## src/rtl/alu_muldiv_pkg.sv

```systemverilog
// Shared definitions for the iterative multiply/divide unit.
// Holds the op encodings, FSM states and the iteration-counter width.
package alu_muldiv_pkg;

   typedef enum logic [1:0] {
      OP_MULTU = 2'b00,
      OP_MULT  = 2'b01,
      OP_DIVU  = 2'b10,
      OP_DIV   = 2'b11
   } op_e;

   typedef enum logic [1:0] {
      ST_IDLE,
      ST_CALC,
      ST_FIX
   } state_e;

   localparam int unsigned DEFAULT_WIDTH = 32;

   // Counter only needs to reach WIDTH-1.
   function automatic int unsigned cnt_width(input int unsigned w);
      return (w > 1) ? $clog2(w) : 1;
   endfunction

   localparam int unsigned DEFAULT_CNT_W = cnt_width(DEFAULT_WIDTH);

endpackage

```

## src/rtl/alu_muldiv_dp.sv

```systemverilog
// Datapath for alu_muldiv: 2*WIDTH accumulator, shift-add multiply,
// restoring divide and the final sign fix-up of HI/LO results.
module alu_muldiv_dp
   import alu_muldiv_pkg::*;
#(
   parameter int unsigned WIDTH = 32
) (
   input  logic             clk,
   input  logic             rst_n,
   input  logic             load,
   input  logic             step,
   input  logic [1:0]       op,
   input  logic [WIDTH-1:0] a,
   input  logic [WIDTH-1:0] b,
   input  logic             zero_div,
   output logic [WIDTH-1:0] res_hi,
   output logic [WIDTH-1:0] res_lo
);

   op_e                 op_q;
   logic                sa;
   logic                sb;
   logic [2*WIDTH-1:0]  acc;
   logic [WIDTH-1:0]    opb;

   logic                sgn_in;
   logic [WIDTH-1:0]    abs_a;
   logic [WIDTH-1:0]    abs_b;
   logic [WIDTH:0]      mul_sum;
   logic [2*WIDTH-1:0]  mul_next;
   logic [2*WIDTH:0]    div_sh;
   logic [WIDTH:0]      div_trial;
   logic [2*WIDTH-1:0]  div_next;
   logic                is_signed;
   logic                is_div;
   logic                neg_main;
   logic                neg_rem;
   logic [2*WIDTH-1:0]  prod_fix;
   logic [WIDTH-1:0]    quo;
   logic [WIDTH-1:0]    rem;

   assign sgn_in = op[0];
   assign abs_a  = (sgn_in && a[WIDTH-1]) ? -a : a;
   assign abs_b  = (sgn_in && b[WIDTH-1]) ? -b : b;

   assign is_signed = (op_q == OP_MULT) || (op_q == OP_DIV);
   assign is_div    = (op_q == OP_DIVU) || (op_q == OP_DIV);

   always_comb begin
      mul_sum  = {1'b0, acc[2*WIDTH-1:WIDTH]} + (acc[0] ? {1'b0, opb} : '0);
      mul_next = {mul_sum, acc[WIDTH-1:1]};
   end

   // Shift first, then trial-subtract; the extra top bit keeps the
   // shifted partial remainder exact before the compare.
   always_comb begin
      div_sh    = {acc, 1'b0};
      div_trial = div_sh[2*WIDTH:WIDTH] - {1'b0, opb};
      if (!div_trial[WIDTH]) begin
         div_next = {div_trial[WIDTH-1:0], div_sh[WIDTH-1:1], 1'b1};
      end else begin
         div_next = div_sh[2*WIDTH-1:0];
      end
   end

   always_ff @(posedge clk) begin
      if (!rst_n) begin
         op_q <= OP_MULTU;
         sa   <= 1'b0;
         sb   <= 1'b0;
         acc  <= '0;
         opb  <= '0;
      end else if (load) begin
         op_q <= op_e'(op);
         sa   <= sgn_in & a[WIDTH-1];
         sb   <= sgn_in & b[WIDTH-1];
         acc  <= {{WIDTH{1'b0}}, abs_a};
         opb  <= abs_b;
      end else if (step) begin
         acc <= is_div ? div_next : mul_next;
      end
   end

   assign neg_main = is_signed & (sa ^ sb);
   assign neg_rem  = is_signed & sa;
   assign prod_fix = neg_main ? -acc : acc;
   assign quo      = acc[WIDTH-1:0];
   assign rem      = acc[2*WIDTH-1:WIDTH];

   // On divide-by-zero the accumulator was never stepped, so its low half
   // still holds |a| and re-applying the sign recovers the original a.
   always_comb begin
      res_hi = prod_fix[2*WIDTH-1:WIDTH];
      res_lo = prod_fix[WIDTH-1:0];
      if (zero_div) begin
         res_hi = neg_rem ? -quo : quo;
         res_lo = '1;
      end else if (is_div) begin
         res_hi = neg_rem ? -rem : rem;
         res_lo = neg_main ? -quo : quo;
      end
   end

endmodule

```

## src/rtl/alu_muldiv.sv

```systemverilog
// Iterative MULT/MULTU/DIV/DIVU unit with HI/LO registers for the MIPS
// execute stage; the FSM, iteration counter and HI/LO live here.
module alu_muldiv
   import alu_muldiv_pkg::*;
#(
   parameter int unsigned WIDTH = 32
) (
   input  logic             clk,
   input  logic             rst_n,
   input  logic             start,
   input  logic [1:0]       op,
   input  logic [WIDTH-1:0] a,
   input  logic [WIDTH-1:0] b,
   input  logic             hi_we,
   input  logic             lo_we,
   input  logic [WIDTH-1:0] wdata,
   output logic [WIDTH-1:0] hi,
   output logic [WIDTH-1:0] lo,
   output logic             busy,
   output logic             done,
   output logic             dz
);

   localparam int unsigned CNT_W = cnt_width(WIDTH);

   state_e           state;
   logic [CNT_W-1:0] cnt;
   logic             dz_pend;
   logic             hold;
   logic             load;
   logic             step;
   logic             div_zero_req;
   logic [WIDTH-1:0] res_hi;
   logic [WIDTH-1:0] res_lo;

   assign div_zero_req = op[1] && (b == '0);
   assign load         = (state == ST_IDLE) && start;
   assign step         = (state == ST_CALC);

   alu_muldiv_dp #(
      .WIDTH(WIDTH)
   ) u_dp (
      .clk      (clk),
      .rst_n    (rst_n),
      .load     (load),
      .step     (step),
      .op       (op),
      .a        (a),
      .b        (b),
      .zero_div (dz_pend),
      .res_hi   (res_hi),
      .res_lo   (res_lo)
   );

   always_ff @(posedge clk) begin
      if (!rst_n) begin
         state   <= ST_IDLE;
         cnt     <= '0;
         dz_pend <= 1'b0;
         hold    <= 1'b0;
         hi      <= '0;
         lo      <= '0;
         busy    <= 1'b0;
         done    <= 1'b0;
         dz      <= 1'b0;
      end else begin
         done <= 1'b0;
         case (state)
            ST_IDLE: begin
               if (start) begin
                  dz      <= 1'b0;
                  busy    <= 1'b1;
                  cnt     <= '0;
                  dz_pend <= div_zero_req;
                  hold    <= div_zero_req;
                  state   <= div_zero_req ? ST_FIX : ST_CALC;
               end else begin
                  if (hi_we) hi <= wdata;
                  if (lo_we) lo <= wdata;
               end
            end
            ST_CALC: begin
               if (cnt == CNT_W'(WIDTH - 1)) begin
                  cnt   <= '0;
                  state <= ST_FIX;
               end else begin
                  cnt <= cnt + 1'b1;
               end
            end
            ST_FIX: begin
               // Divide-by-zero spends one extra cycle here so its result
               // lands two edges after acceptance.
               if (hold) begin
                  hold <= 1'b0;
               end else begin
                  hi    <= res_hi;
                  lo    <= res_lo;
                  dz    <= dz_pend;
                  done  <= 1'b1;
                  busy  <= 1'b0;
                  state <= ST_IDLE;
               end
            end
            default: state <= ST_IDLE;
         endcase
      end
   end

endmodule

```

## config.mk

```make
export PLATFORM = sky130hd
export DESIGN_NAME = alu_muldiv
export DESIGN_NICKNAME = d
export VERILOG_FILES = /design/src/rtl/alu_muldiv_pkg.sv /design/src/rtl/alu_muldiv_dp.sv /design/src/rtl/alu_muldiv.sv
export SDC_FILE = /design/constraint.sdc
export NUM_CORES = 1
export LEC_CHECK = 0
export BUFFER_PORTS_ARGS = -buffer_cell sky130_fd_sc_hd__buf_2
export CORE_UTILIZATION = 65
export DETAILED_ROUTE_END_ITERATION = 7
export PLACE_DENSITY = 0.88
export SLEW_MARGIN = 25
export SYNTH_ARGS = -nofsm -noshare
export SYNTH_HDL_FRONTEND = slang
export SYNTH_SLANG_ARGS = --single-unit
export TNS_END_PERCENT = 1
```

## constraint.sdc

```tcl
create_clock -name clk -period 6.6 [get_ports clk]
set_clock_uncertainty 0.2 [all_clocks]
set_input_delay 1.32 -clock clk [delete_from_list [all_inputs] [get_ports clk]]
set_output_delay 1.32 -clock clk [all_outputs]
set_load 0.01 [all_outputs]
```

==> flow_summary_export.csv <==
group,metric,value,unit
die,initial_core_util,0.667,
cells_and_area,final_net_count,2218,
logic_synthesis,async_flop_share,0,
clock_tree,ctsHtreeMaxLevel,4,
die,die_w,152,µm
critical_path,worstPathArrival,4.99,ns
clock_tree,cts-buffers-inserted,17,
die,die_h,152,µm
critical_path,cp-start-kind,"flop",
critical_path,cp_data_required_time,6.73,ns
logic_synthesis,yosysWarnings,0,
placement,dp_hpwl,34.7,mm
outcome,violations,"design-rule violations",
grt,grt_pass1_wl,75.4,mm
logic_synthesis,syn_area_per_cell,7.38,µm²
cells_and_area,drive_above_1_share,0.125,
logic_synthesis,yosys-top-cells-count,"nand2_1 (226), a21oi_1 (179), dfxtp_1 (176), nor2_1 (170), o21ai_0 (165)",
timing,slew_headroom,0.344,
outcome,status,"finished, violations left",
pwr,power.total,3500,µW
die,ios,170,
pwr,pwr-share-clk,0.311,
cells_and_area,fill_cells,1762,
placement,gp_congestion,1.03,
logic_synthesis,synth_edf_count,0,
timing,timing.fmax,206,MHz
timing,rsz0062_at_grt,"no",
clock_tree,cts_root_buf,"clkbuf_16",
timing,worst_pin_slew,0.983,ns
clock_tree,cts_setup_buffers,0,
pwr,power_switching_share,0.366,
routing,vias,15586,
logic_synthesis,yosysSeqAreaShare,0.240,
clock_tree,cts_num_sinks,176,
logic_synthesis,syn_inst,1986,
timing,hold_violations,0,
routing,drc,35,
logic_synthesis,synthTopCellsByArea,"dfxtp_1 (24%), a21oi_1 (6.1%), xnor2_1 (6.0%)",
routing,ant_nets,0,
logic_synthesis,yosysMostFrequentCell,"nand2_1",
cells_and_area,multiInputGateArea,10400,µm²
logic_synthesis,netlist_area,14700,µm²
routing,totalWireLength,47.3,mm
die,die-area,23100,µm²
timing,fin_crit,4.86,ns
clock_tree,cts_resized,0,
cells_and_area,area_growth,9.70,%
cells_and_area,final_util,0.732,
critical_path,endpoint_kind,"flop",
grt,grt_overflow_total,0,
die,num_rows,54,
timing,tns,0,ns
logic_synthesis,synth_ff_type,"dfxtp_1",
routing,wl_per_cell,20.3,µm
logic_synthesis,syn-num-nets,2161,
timing,finalWorstSetupSlack,1.74,ns
run,max-cap-violations,0,
timing,setup_viol,0,
clock_tree,cts_tree,"done",
logic_synthesis,synth_top_area_cell,"dfxtp_1",
grt,grt_use_total,0.404,
pwr,power_switching,1280,µW
clock_tree,clk_pin_slew,0.07,ns
logic_synthesis,synth_cell_types,71,
pwr,leakage,0.00706,µW
pwr,share_comb_of_total_power,0.324,
placement,port_buffers,169,
pwr,peakVddDrop,0.169,mV
grt,antenna_found_initial,1,
clock_tree,clock_latency,0.45,ns
pwr,pwr_density_cell,218,nW/µm²
critical_path,crit_fanout,23,
pwr,intPower,2220,µW
clock_tree,clockBufferDepth,2,
grt,grt_pass1_vias,14614,
cells_and_area,diodes,0,
routing,vias_per_cell,6.67,
logic_synthesis,ys_ff_latch,176,
clock_tree,holdBufCountCts,0,
hold_path,hp-class,"reg -> reg",
grt,grt_max_degree,84,
timing,drv_slew,0,
routing,drt_iter0_markers,1514,
timing,fin_crit_sh,0.736,
pwr,power.share.sequential,0.365,
routing,first_pass_iters,8,
cells_and_area,area.sequential,3530,µm²
die,core-area,22000,µm²
logic_synthesis,yosys.area.top_type_share,0.240,
placement,place_ws,1.88,ns
critical_path,critical_path_class,"reg -> reg",
==> power by group through the flow <==
stage / clock network [µW] / registers [µW] / logic (µW)
global placement: 0 / 1290 / 1050
global route: 1130 / 1290 / 1230
detailed placement: 0 / 1300 / 1090
floorplan: 0 / 1230 / 834
finish: 1090 / 1280 / 1130
CTS: 1090 / 1270 / 1110
==> critical path, stage by stage (launching register included) <==
cell      delay [ns]
dfxtp_1         0.36
inv_1           0.58
nor2_1          0.17
fa_1            0.49
a211oi_1        0.42
o211ai_1        0.20
a211oi_1        0.39
a21oi_1         0.21
a21oi_1         0.39
o22ai_1         0.24
a211oi_1        0.47
o21bai_1        0.16
xor2_1          0.16
a222oi_1        0.24
nor2_1          0.07
==> layout make-up <==
cell class | count | share of cell area
multi-input cells | 1600 | 0.645
repair buffers | 184 | 0.0610
clock buffers | 20 | 0.0278
inverters | 64 | 0.0149
well taps | 280 | 0.0218
clock inverters | 12 | 0.0104
flip-flops and latches | 176 | 0.219
==> registers in the layout, indices dropped and copies added, names as in the netlist, 2 cells and up <==
name	count
state	2
hi	32
cnt	5
u_dp.opb	32
u_dp.acc	64
u_dp.op_q	2
lo	32
==> routing by layer <==
layer	track usage	part of all wire	vias to the layer above
met5	0	0.00025	-
met4	0.280	0.073	2
met3	0.0794	0.085	218
met2	0.672	0.46	870
met1	0.469	0.38	7272
li1	-	-	7224
==> placed cells by master (no fill, tap or decap), types with 64 or more instances in the layout <==
cell     instances
a21oi_1        178
buf_2          168
dfxtp_1        174
ha_1            70
inv_1           64
nand2_1        225
nor2_1         169
o21ai_0        165
xnor2_1        101
xor2_1          93
==> worst paths after layout <==
kind / to / slack, ns / depth (start not counted) / start
min reg2reg: hi[9] / 0.26 / 2 / hi[9]
min: hi[9] / 0.26 / 2 / hi[9]
max reg2reg: u_dp.acc[59] / 1.74 / 14 / u_dp.acc[0]
max: u_dp.acc[59] / 1.74 / 14 / u_dp.acc[0]
==> logic make-up (layout without fill, tap and decap cells) <==
kind of cell,after synthesis,in the layout,share of synthesized area
AOI/OAI and AO/OA,652,652,0.288
and+or+nand+nor,625,625,0.198
buffers and inverters,210,280,0.0552
xor gates and xnor gates,195,195,0.117
DFF,176,176,0.240
adders and majority gates,72,72,0.0625
muxes,56,56,0.0394
==> stage by stage <==
stage               hold WS [ns]  instance area, µm²  std cells
finish                     0.260               16100       2336
global route               0.273               16100       2336
CTS                        0.257               16100       2336
detailed placement         0.249               15500       2304
global placement           0.244               15400       2303
floorplan                  0.241               14700       1986
(Power assumes the default switching activity.)
